[src/rtl/fetch_unit_if.sv]
// Instruction-memory request/response bus between the fetch unit and imem.
// A request is accepted, and its data returned, in the cycle imem_ack is high.
interface fetch_unit_if;
  logic        imem_req;
  logic [31:0] imem_addr;
  logic        imem_ack;
  logic [31:0] imem_rdata;

  modport master (
    output imem_req,
    output imem_addr,
    input  imem_ack,
    input  imem_rdata
  );

  modport slave (
    input  imem_req,
    input  imem_addr,
    output imem_ack,
    output imem_rdata
  );
endinterface

[src/rtl/fetch_unit.sv]
// Instruction fetch stage: FETCH issues a read, HOLD presents the word to decode
// until released, TRAP parks the stage after a misaligned redirect until reset.
module fetch_unit #(
  parameter logic [31:0] RESET_PC = 32'h0000_0000
) (
  input  logic               clk,
  input  logic               rst,
  fetch_unit_if.master       imem,
  input  logic               redirect,
  input  logic [31:0]        redirect_pc,
  input  logic               stall,
  output logic               instr_valid,
  output logic [31:0]        instr,
  output logic [31:0]        pc,
  output logic [31:0]        pc_plus4,
  output logic [6:0]         opcode,
  output logic [2:0]         fun3,
  output logic               fun7,
  output logic               misaligned
);

  localparam logic [31:0] NOP_INSTR = 32'h0000_0013;

  typedef enum logic [1:0] {
    FETCH = 2'd0,
    HOLD  = 2'd1,
    TRAP  = 2'd2
  } state_t;

  state_t      state_reg, state_next;
  logic [31:0] fetch_pc_reg, fetch_pc_next;
  logic [31:0] pc_reg, pc_next;
  logic [31:0] instr_reg, instr_next;
  logic        misaligned_reg, misaligned_next;

  logic        redirect_aligned;

  assign redirect_aligned = (redirect_pc[1:0] == 2'b00);

  always_ff @(posedge clk) begin
    if (rst) begin
      state_reg      <= FETCH;
      fetch_pc_reg   <= RESET_PC;
      pc_reg         <= RESET_PC;
      instr_reg      <= NOP_INSTR;
      misaligned_reg <= 1'b0;
    end else begin
      state_reg      <= state_next;
      fetch_pc_reg   <= fetch_pc_next;
      pc_reg         <= pc_next;
      instr_reg      <= instr_next;
      misaligned_reg <= misaligned_next;
    end
  end

  always_comb begin
    state_next      = state_reg;
    fetch_pc_next   = fetch_pc_reg;
    pc_next         = pc_reg;
    instr_next      = instr_reg;
    misaligned_next = misaligned_reg;

    case (state_reg)
      FETCH: begin
        // A same-cycle redirect wins over the ack; the returned word is dropped.
        if (redirect) begin
          if (redirect_aligned) begin
            fetch_pc_next = redirect_pc;
            state_next    = FETCH;
          end else begin
            misaligned_next = 1'b1;
            state_next      = TRAP;
          end
        end else if (imem.imem_ack) begin
          instr_next = imem.imem_rdata;
          pc_next    = fetch_pc_reg;
          state_next = HOLD;
        end
      end

      HOLD: begin
        if (redirect) begin
          if (redirect_aligned) begin
            fetch_pc_next = redirect_pc;
            state_next    = FETCH;
          end else begin
            misaligned_next = 1'b1;
            state_next      = TRAP;
          end
        end else if (!stall) begin
          fetch_pc_next = pc_reg + 32'd4;
          state_next    = FETCH;
        end
      end

      TRAP: begin
        state_next = TRAP;
      end

      default: begin
        state_next = FETCH;
      end
    endcase
  end

  // Outputs are forced idle while reset is asserted, whatever the old state was.
  assign imem.imem_req  = (state_reg == FETCH) && !rst;
  assign imem.imem_addr = fetch_pc_reg;
  assign instr_valid    = (state_reg == HOLD) && !rst;

  assign instr      = instr_reg;
  assign pc         = pc_reg;
  assign pc_plus4   = pc_reg + 32'd4;
  assign opcode     = instr_reg[6:0];
  assign fun3       = instr_reg[14:12];
  assign fun7       = instr_reg[30];
  assign misaligned = misaligned_reg;

endmodule

[src/flat_wrapper.sv]
// flat-port wrapper written by rule: the top's interface ports become plain ports
module fetch_unit_flat 
#(
  parameter logic [31:0] RESET_PC = 32'h0000_0000
)
  (clk, rst, redirect, redirect_pc, stall, instr_valid, instr, pc, pc_plus4, opcode, fun3, fun7, misaligned, imem_imem_req, imem_imem_addr, imem_imem_ack, imem_imem_rdata);
  fetch_unit_if imem_i ();
  input  logic clk;
  input  logic rst;
  input  logic redirect;
  input  logic [31:0] redirect_pc;
  input  logic stall;
  output logic instr_valid;
  output logic [31:0] instr;
  output logic [31:0] pc;
  output logic [31:0] pc_plus4;
  output logic [6:0] opcode;
  output logic [2:0] fun3;
  output logic fun7;
  output logic misaligned;
  output wire logic [$bits(imem_i.imem_req)-1:0] imem_imem_req;
  output wire logic [$bits(imem_i.imem_addr)-1:0] imem_imem_addr;
  input wire logic [$bits(imem_i.imem_ack)-1:0] imem_imem_ack;
  input wire logic [$bits(imem_i.imem_rdata)-1:0] imem_imem_rdata;
  assign imem_imem_req = imem_i.imem_req;
  assign imem_imem_addr = imem_i.imem_addr;
  assign imem_i.imem_ack = imem_imem_ack;
  assign imem_i.imem_rdata = imem_imem_rdata;
  fetch_unit #(.RESET_PC(RESET_PC)) u_core (.clk(clk), .rst(rst), .imem(imem_i), .redirect(redirect), .redirect_pc(redirect_pc), .stall(stall), .instr_valid(instr_valid), .instr(instr), .pc(pc), .pc_plus4(pc_plus4), .opcode(opcode), .fun3(fun3), .fun7(fun7), .misaligned(misaligned));
endmodule
[config.mk]
export PLATFORM = sky130hd
export DESIGN_NAME = fetch_unit_flat
export DESIGN_NICKNAME = d
export VERILOG_FILES = /design/src/rtl/fetch_unit_if.sv /design/src/rtl/fetch_unit.sv /design/src/flat_wrapper.sv
export SDC_FILE = /design/constraint.sdc
export NUM_CORES = 1
export LEC_CHECK = 0
export CORE_ASPECT_RATIO = 1.25
export CORE_MARGIN = 2
export CORE_UTILIZATION = 40
export CTS_CLUSTER_DIAMETER = 30
export DETAILED_ROUTE_END_ITERATION = 12
export GPL_TIMING_DRIVEN = 1
export PLACE_DENSITY = 0.8
export SETUP_SLACK_MARGIN = 0.3
export SYNTH_ARGS = -nofsm -noshare
export SYNTH_HDL_FRONTEND = slang
export SYNTH_SLANG_ARGS = --single-unit
[constraint.sdc]
create_clock -name clk -period 4.3 [get_ports clk]
set_input_delay 1.075 -clock clk [delete_from_list [all_inputs] [get_ports clk]]
set_output_delay 1.075 -clock clk [all_outputs]
set_load 0.05 [all_outputs]
==> metrics.md, run 1 <==
| Metric | Value |
|---|---|
| Status | `finished clean` |
| # fillers | `951` |
| Cell family with most CP delay | `buffers and inverters` |
| Total GRT Usage | `23.7%` |
| Hold Path Class | `flop to flop` |
| Port Buf Inserts | `210` |
| Crit path buf inv count | `1` |
| Vias in the first global route | `4602` |
| Slowest stage delay, CP | `0.84 ns` |
| Final GP Congestion | `0.872` |
| RSZ-0062 raised after global routing | `no` |
| XOR/XNOR Fraction of Synth Area | `5.27%` |
| DRC violations left | `0` |
| Clock transition at path regs | `0.07 ns` |
| Total congestion overflow | `0` |
| Largest net degree at the start of global routing | `92` |
| # setup viols final | `0` |
| Nets | `815` |
| F_max | `260 MHz` |
| Dpl ws | `0.582 ns` |
| Die Y | `122 um` |
| Worst setup margin | `0.452 ns` |
| Critical Path Start Type | `flop` |
| Initial Util | `40.6%` |
| Vias/cell | `5.26` |
| R2r worst-path depth | `5` |
| WL/cell | `16.6 um` |
| Total power | `2180 uW` |
| Post-route clock period utilization | `89.5%` |
| Post-route ant nets | `0` |
| Slew @ Worst Pin | `0.956 ns` |
| Syn Inst Count | `565` |
| Fin crit period | `3.85 ns` |
| Horiz. Die Dim | `98.7 um` |
| Post-CTS Hold Buffers | `0` |
| #FFs+latches synth | `99` |
| Worst R2R Start | `u_core.state_reg[1]` |
| Worst-Skew Late Latency | `0.34 ns` |
| Total CTS buffers | `9` |
| WP data arrival | `2.77 ns` |
| Post-synth top cells | `nand2_1 (157), dfxtp_1 (99), a21oi_1 (72)` |
| Hold Violations, Final | `0` |
| Mux share of post-synthesis cell area | `0.223%` |
| CTS sink cnt | `99` |
| WP data required | `3.22 ns` |
| Max-cap violations | `0` |
| Clock Tree Root | `clkbuf_16` |
| CTS tree | `done` |
| Worst Skew | `0.00923 ns` |
| Netlist cell types | `49` |
| R2R Path End | `u_core.imem.imem_addr[12]` |
| Syn nets | `635` |
| Storage cell area | `1980 um^2` |
| Setup CP Type | `flop to output port` |
| FP Rows | `43` |
| CP endpoint kind | `output port` |
| Initial antenna violation count | `0` |
| Antenna diode count | `0` |
| Yosys warns | `0` |
| Initial DRC count | `233` |
| Share of layout cells above drive strength 1 | `6.13%` |
| Leakage | `0.00247 uW` |
| Core Area | `11000 um^2` |
| Post-synth EDFFs | `0` |
| Post-place instance area | `6570 um^2` |
| Mean Syn Cell Area | `7.93 um^2` |
| Max IR drop VDD | `0.000169 V` |
| Routed WL | `14.7 mm` |
| Routed vias | `4657` |
| Complex-gate fraction of the synthesized area | `16.3%` |
| Worst hold start | `u_core.instr[10]` |
| Multi-input logic area | `2210 um^2` |
| FFs w/ async S/R, synth | `0%` |
| Pre-antenna DRT Iters | `5` |
| Most frequent cell after synthesis | `nand2_1` |
| Die area | `12100 um^2` |
| Fin. max-slew vios | `0` |
| Simple logic cell fraction of the synthesized area | `27.0%` |
| Global-route wire length before repair | `23.2 mm` |
| Synth top area share | `44.2%` |
| Synth area leader | `dfxtp_1` |
| Hold path cells | `2` |
| Worst-path maximum fanout | `6` |
| Adder-Cell Fraction of Synth Area | `0.279%` |
| Hold worst-path end | `u_core.instr[10]` |
| Syn Std Cell Area | `4480 um^2` |
| Layout Area Growth over Synthesis | `53.1%` |
| Max stage delay cell, worst path | `clkdlybuf4s50_1` |
| H-Tree Depth | `3` |
| Fin Setup TNS | `0 ns` |
| Slew headroom | `36.3%` |
| Largest family of logic cells by synthesized area | `simple AND/OR/NAND/NOR gates` |
| Post-layout util | `62.2%` |
| Clk buf depth | `2` |
| Reg2reg setup slack | `2.19 ns` |
| Ys flop type | `dfxtp_1` |
| Io pins | `211` |
| DPL Wire Length | `10.6 mm` |
| Sequential share of the synthesized area | `44.2%` |
| Top cells by area, synth | `dfxtp_1 (44%), nand2_1 (13%), a21oi_1 (8.0%)` |
| Design area | `6860 um^2` |
| Power Density | `317 nW/um^2` |
| Cell-by-cell listing of the critical path | `ha_1, nand4_1, nor4_2, xor2_1, clkdlybuf4s50_1` |
==> per-stage QoR <==
stage          std cells  hold slack, ns
2_1_floorplan        565           0.572
3_3_place_gp         869           0.443
3_5_place_dp         869           0.448
4_1_cts              885           0.458
5_1_grt              885           0.479
6_report             885           0.455
==> cell families after synthesis <==
| family | after synthesis |
|---|---|
| simple gates | 256 |
| buf+inv | 59 |
| fa+ha+maj | 1 |
| compound gates | 122 |
| xor+xnor | 27 |
| mux | 1 |
| flops | 99 |
==> routing by layer <==
metal | GRT usage [%] | vias to the layer above | part of all wire (%)
met5 | 0 | - | 0
met4 | 10.0 | 0 | 2.6
met3 | 4.61 | 29 | 7.2
met2 | 40.6 | 194 | 50
met1 | 29.2 | 2170 | 41
li1 | - | 2264 | -
==> worst reg2reg max path, cell delays in order, from the launching register on <==
cell     delay (ns)
dfxtp_1        0.44
nor4b_4        0.32
buf_4          0.21
or2_1          0.57
nand3_1        0.31
o21ai_0        0.21
==> worst max-delay path by stage <==
stage                       startpoint           end  slack (ns)  cells after the start
after floorplan           u_core.pc[2]  pc_plus4[20]        0.63                      5
after global placement    u_core.pc[2]  pc_plus4[28]        0.65                      6
after detailed placement  u_core.pc[2]  pc_plus4[28]        0.58                      6
after CTS                 u_core.pc[2]  pc_plus4[14]        0.37                      5
after global routing      u_core.pc[2]  pc_plus4[16]        0.32                      5
final                     u_core.pc[2]  pc_plus4[16]        0.45                      5
==> area by class of cell <==
| class | instances | share of cell area (%) |
|---|---|---|
| sequential | 99 | 28.9 |
| multi-input combinational | 407 | 32.3 |
| clock inverter | 6 | 0.966 |
| inverter | 8 | 0.438 |
| clock buffer | 10 | 3.34 |
| timing repair buffer | 220 | 31.6 |
| tap | 135 | 2.46 |
==> power by group <==
| part | leakage [uW] | switching, uW | internal [uW] | total [uW] |
|---|---|---|---|---|
| clock network | 0.000135 | 343 | 451 | 794 |
| logic | 0.00154 | 251 | 155 | 407 |
| registers | 0.000804 | 27.5 | 949 | 976 |
==> placed cells by master (no fill, tap or decap), drive strengths merged, types with 2 or more instances in the layout <==
master,n
clkdlybuf4s50,200
nand2,157
dfxtp,99
a21oi,72
nor2,31
xnor2,19
nand4,15
o21ai,14
nand3,13
a22oi,11
o2bb2ai,11
buf,11
clkbuf,10
inv,8
xor2,8
nor3,8
dlygate4sd2,7
and3,6
or2,6
nor4b,6
and2,4
o211ai,4
a31oi,3
clkinvlp,3
a311oi,3
nor4,3
or3,2
dlymetal6s2s,2
nor3b,2
clkinv,2
==> what timing repair did <==
item,4_1_cts,5_1_grt
buffers inserted,0,0
gates resized for setup,7,2
setup endpoints to repair,7,2
Power figures use the tool's default switching activity.
==> inputs of run 2 (changes only) <==
Settings changed: CTS_BUF_LIST set to sky130_fd_sc_hd__clkbuf_4.
==> metrics.md, run 2 (same netlist as run 1, synthesis figures left out) <==
| Metric | Value |
|---|---|
| Status | `finished clean` |
| Fin crit period | `3.79 ns` |
| Vias/cell | `5.23` |
| H-Tree Depth | `3` |
| # setup viols final | `0` |
| Hold Path Class | `flop to flop` |
| Cell-by-cell listing of the critical path | `ha_1, nand4_1, nor3_4, buf_4, buf_4, xnor2_1, dlygate4sd2_1` |
| Slew @ Worst Pin | `0.948 ns` |
| Worst-path maximum fanout | `8` |
| Design area | `6720 um^2` |
| Initial antenna violation count | `0` |
| Routed vias | `4642` |
| CTS tree | `done` |
| Most frequent cells in the layout | `clkdlybuf4s50_1 (191), nand2_1 (157), dfxtp_1 (99), a21oi_1 (72), nor2_1 (30)` |
| CTS sink cnt | `99` |
| Slew headroom | `36.8%` |
| Leakage | `0.00252 uW` |
| Horiz. Die Dim | `98.7 um` |
| Clock transition at path regs | `0.15 ns` |
| RSZ-0062 raised after global routing | `no` |
| WL/cell | `16.4 um` |
| Worst-Skew Late Latency | `0.47 ns` |
| Clk buf depth | `2` |
| R2R Path End | `u_core.imem.imem_addr[12]` |
| CP endpoint kind | `output port` |
| WP data required | `3.22 ns` |
| Power Density | `279 nW/um^2` |
| Slowest stage delay, CP | `0.57 ns` |
| Placed insts | `869` |
| Total power | `1880 uW` |
| Fin. max-slew vios | `0` |
| Vias in the first global route | `4594` |
| Core Area | `11000 um^2` |
| Clock Tree Root | `clkbuf_4` |
| Post-route clock period utilization | `88.2%` |
| Total congestion overflow | `0` |
| Hold path cells | `2` |
| Fin Setup TNS | `0 ns` |
| Reg2reg setup slack | `2.18 ns` |
| Io pins | `211` |
| Routed WL | `14.5 mm` |
| Setup CP Type | `flop to output port` |
| Worst setup margin | `0.507 ns` |
| Max stage delay cell, worst path | `dlygate4sd2_1` |
| Global-route wire length before repair | `23.0 mm` |
| Die area | `12100 um^2` |
| Final Non-Filler Cells | `888` |
| DPL Wire Length | `10.6 mm` |
| Hold worst-path end | `u_core.instr[10]` |
| Max-cap violations | `0` |
| Critical Path Start Type | `flop` |
| Total GRT Usage | `23.8%` |
| Worst hold start | `u_core.instr[10]` |
| FP Rows | `43` |
| Largest net degree at the start of global routing | `92` |
| DRC violations left | `0` |
| R2r worst-path depth | `5` |
| WP data arrival | `2.72 ns` |
| Layout Area Growth over Synthesis | `50.0%` |
| Initial DRC count | `273` |
| Nets | `817` |
| Worst R2R Start | `u_core.state_reg[1]` |
| Die Y | `122 um` |
| Post-place instance area | `6570 um^2` |
| Post-route ant nets | `0` |
| Pre-antenna DRT Iters | `5` |
| Total CTS buffers | `9` |
| Dpl ws | `0.582 ns` |
| Most frequent cell on the critical path | `buf_4` |
| Max IR drop VDD | `0.000138 V` |
| Hold Violations, Final | `0` |
| Share of layout cells above drive strength 1 | `7.05%` |
| Commonest non-fill, non-tap cell in the layout | `clkdlybuf4s50_1` |
| Port Buf Inserts | `210` |
| Initial Util | `40.6%` |
| F_max | `264 MHz` |
| Worst Skew | `0.0227 ns` |
| Final GP Congestion | `0.872` |
-- run 2: cell types whose count changed in the layout (fill, tap and decap cells not counted) --
cell,before,now
buf_4,11,13
clkbuf_1,1,0
clkbuf_16,9,0
clkbuf_2,0,4
clkbuf_4,0,10
clkdlybuf4s15_1,0,2
clkdlybuf4s50_1,200,191
diode_2,0,1
dlygate4sd2_1,7,4
dlymetal6s2s_1,2,8
-- run 2: report_power, final --
| part | internal (uW) | switching (uW) | total [uW] |
|---|---|---|---|
| Combinational | 155 | 251 | 406 |
| Clock | 183 | 313 | 497 |
| Sequential | 949 | 27.2 | 976 |
-- run 2: worst max-delay path by stage --
stage                             from      endpoint  slack [ns]  depth (start not counted)
after floorplan           u_core.pc[2]  pc_plus4[20]        0.63                          5
after global placement    u_core.pc[2]  pc_plus4[28]        0.65                          6
after detailed placement  u_core.pc[2]  pc_plus4[28]        0.58                          6
after CTS                 u_core.pc[2]  pc_plus4[28]        0.34                          6
after global routing      u_core.pc[2]  pc_plus4[28]        0.32                          7
final                     u_core.pc[2]  pc_plus4[14]        0.51                          7
-- run 2: critical path, delay by kind of cell (launching register included) --
kind	cells	cell delay (ns)
and+or+nand+nor	2	0.52
adders and majority gates	1	0.24
buffers and inverters	3	0.88
DFF	1	0.46
xor gates and xnor gates	1	0.17
-- run 2: per-stage QoR --
step,hold slack [ns],util [%]
2_1_floorplan,0.572,-
3_3_place_gp,0.443,59.6
3_5_place_dp,0.448,59.6
4_1_cts,0.468,60.7
5_1_grt,0.489,60.9
6_report,0.464,61.0
-- run 2: timing repair --
item	in CTS	in global routing
setup buffers	0	2
resized for setup	10	18
hold buffers	0	0
pin swaps	0	1
endpoints found under the setup margin	10	15
-- run 2: layout make-up --
cell class / count / area [um^2]
Multi-Input combinational cell: 407 / 2210
Inverter: 8 / 30.0
Clock inverter: 6 / 66.3
Antenna cell: 1 / 2.50
Sequential cell: 99 / 1980
Clock buffer: 10 / 75.1
Tap cell: 135 / 169
Timing Repair Buffer: 222 / 2180
Fill cell: 973 / 4310
-- run 2: per-layer routing --
layer	track usage, %	share of wire (%)	vias to the layer above
met5	0	0	-
met2	40.7	50	190
met3	5.30	7.8	26
met1	29.1	40	2158
li1	-	-	2268
met4	9.59	2.2	0
==> inputs of run 3 (changes only) <==
Settings changed: CAP_MARGIN set to 20, CORE_UTILIZATION 40 to 30, PLACE_DENSITY 0.8 to 0.64.
==> metrics.md, run 3 (same netlist as run 1, synthesis figures left out) <==
| Metric | Value |
|---|---|
| Vias/cell | `4.99` |
| Fin crit period | `3.82 ns` |
| Cell family with most CP delay | `buffers and inverters` |
| Worst R2R Start | `u_core.state_reg[1]` |
| DPL Wire Length | `11.3 mm` |
| Worst Skew | `0.0243 ns` |
| Fin Setup TNS | `0 ns` |
| Worst hold start | `u_core.instr[17]` |
| Cell-by-cell listing of the critical path | `ha_1, nand4_1, nor3_4, buf_12, nand4_1, xnor2_1, dlygate4sd2_1` |
| R2r worst-path depth | `6` |
| Status | `finished clean` |
| Hold worst-path end | `u_core.instr[17]` |
| Final GP Congestion | `0.783` |
| Slew headroom | `54.9%` |
| Total power | `1910 uW` |
| Reg2reg setup slack | `2.06 ns` |
| Leakage | `0.00255 uW` |
| Global-route wire length before repair | `24.3 mm` |
| Worst-path maximum fanout | `8` |
| Post-route clock period utilization | `88.9%` |
| FP Rows | `49` |
| Placed insts | `913` |
| H-Tree Depth | `3` |
| Horiz. Die Dim | `113 um` |
| Hold Violations, Final | `0` |
| CTS tree | `done` |
| Io pins | `211` |
| Share of layout cells above drive strength 1 | `6.01%` |
| Antenna diode count | `0` |
| Worst setup margin | `0.479 ns` |
| Total congestion overflow | `0` |
| R2R Path End | `u_core.imem.imem_addr[5]` |
| Design area | `6800 um^2` |
| Most frequent cells in the layout | `clkdlybuf4s50_1 (191), nand2_1 (157), dfxtp_1 (99), a21oi_1 (72), nor2_1 (30)` |
| Setup CP Type | `flop to output port` |
| DRC violations left | `0` |
| Met1 GRT Util | `22.2%` |
| Routed vias | `4626` |
| Clock Tree Root | `clkbuf_4` |
| Core Area | `14500 um^2` |
| Crit path buf inv count | `2` |
| Total CTS buffers | `9` |
| Grt met2 use | `34.1%` |
| Die area | `15900 um^2` |
| # setup viols final | `0` |
| Commonest non-fill, non-tap cell in the layout | `clkdlybuf4s50_1` |
| Power Density | `281 nW/um^2` |
| Initial antenna violation count | `0` |
| Port Buf Inserts | `210` |
| F_max | `262 MHz` |
| Worst-Skew Late Latency | `0.46 ns` |
| Layout Area Growth over Synthesis | `51.6%` |
| Initial DRC count | `210` |
| Most frequent cell on the critical path | `nand4_1` |
| Total GRT Usage | `19.3%` |
| Dpl ws | `0.520 ns` |
| Die Y | `141 um` |
| M3 GR Usage | `4.69%` |
| Initial Util | `30.9%` |
| Top Usage Layer GRT | `met2` |
| Nets | `817` |
| WP data required | `3.22 ns` |
| Post-route ant nets | `0` |
| Critical Path Start Type | `flop` |
| Routed WL | `15.7 mm` |
| Final Non-Filler Cells | `927` |
| RSZ-0062 raised after global routing | `no` |
| Slew @ Worst Pin | `0.671 ns` |
| Vias in the first global route | `4711` |
| CP endpoint kind | `output port` |
| Clock transition at path regs | `0.13 ns` |
| Hold Path Class | `flop to flop` |
| Largest net degree at the start of global routing | `62` |
| WP data arrival | `2.75 ns` |
| Slowest stage delay, CP | `0.56 ns` |
| Pre-antenna DRT Iters | `4` |
| Max stage delay cell, worst path | `dlygate4sd2_1` |
| Max-cap violations | `0` |
| Max IR drop VDD | `0.000155 V` |
| Post-place instance area | `6630 um^2` |
| WL/cell | `16.9 um` |
| Hold path cells | `2` |
| Fin. max-slew vios | `0` |
| CTS sink cnt | `99` |
| Clk buf depth | `2` |
## run 3: tightest hold or removal path, delay by kind of cell (launching register included)
kind	cells	cell delay (ns)
AO/OA/AOI/OAI	1	0.05
flip-flops	1	0.33
AND/OR/NAND/NOR	1	0.05
## run 3: timing repair
| action | CTS | global route |
|---|---|---|
| gates resized for setup | 10 | 8 |
| setup buffers | 1 | 0 |
| hold buffers | 0 | 0 |
| setup endpoints to repair | 10 | 8 |
| pin swaps | 1 | 0 |
## run 3: cell type report
cell class | instances | area [um^2]
fillers | 1473 | 7730
multi-input cells | 407 | 2210
repair buffers | 222 | 2210
flip-flops and latches | 99 | 1980
well taps | 178 | 223
clock inverters | 4 | 68.8
clock buffers | 9 | 67.6
inverters | 8 | 30.0
## run 3: routing by layer
| layer | up-vias | part of all wire (%) |
|---|---|---|
| li1 | 2262 | - |
| met1 | 2198 | 41 |
| met2 | 144 | 50 |
| met3 | 22 | 6.0 |
| met4 | 0 | 2.4 |
| met5 | - | 0 |
## run 3: how the worst max path moves through the flow
| stage | slack (ns) | end | from | depth (start not counted) |
|---|---|---|---|---|
| floorplan | 0.63 | pc_plus4[20] | u_core.pc[2] | 5 |
| global placement | 0.62 | pc_plus4[26] | u_core.pc[2] | 6 |
| detailed placement | 0.52 | pc_plus4[26] | u_core.pc[2] | 6 |
| CTS | 0.32 | pc_plus4[29] | u_core.pc[10] | 5 |
| global route | 0.30 | pc_plus4[30] | u_core.pc[2] | 7 |
| finish | 0.48 | pc_plus4[26] | u_core.pc[2] | 7 |
## run 3: stage by stage
step	hold WS [ns]	util [%]
global route	0.495	46.8
finish	0.465	46.8
detailed placement	0.446	45.6
floorplan	0.572	-
global placement	0.444	45.6
CTS	0.464	46.6
## run 3: report_power, final
part,internal (uW),switching [uW]
clock network,224,299
logic,156,254
registers,949,27.3
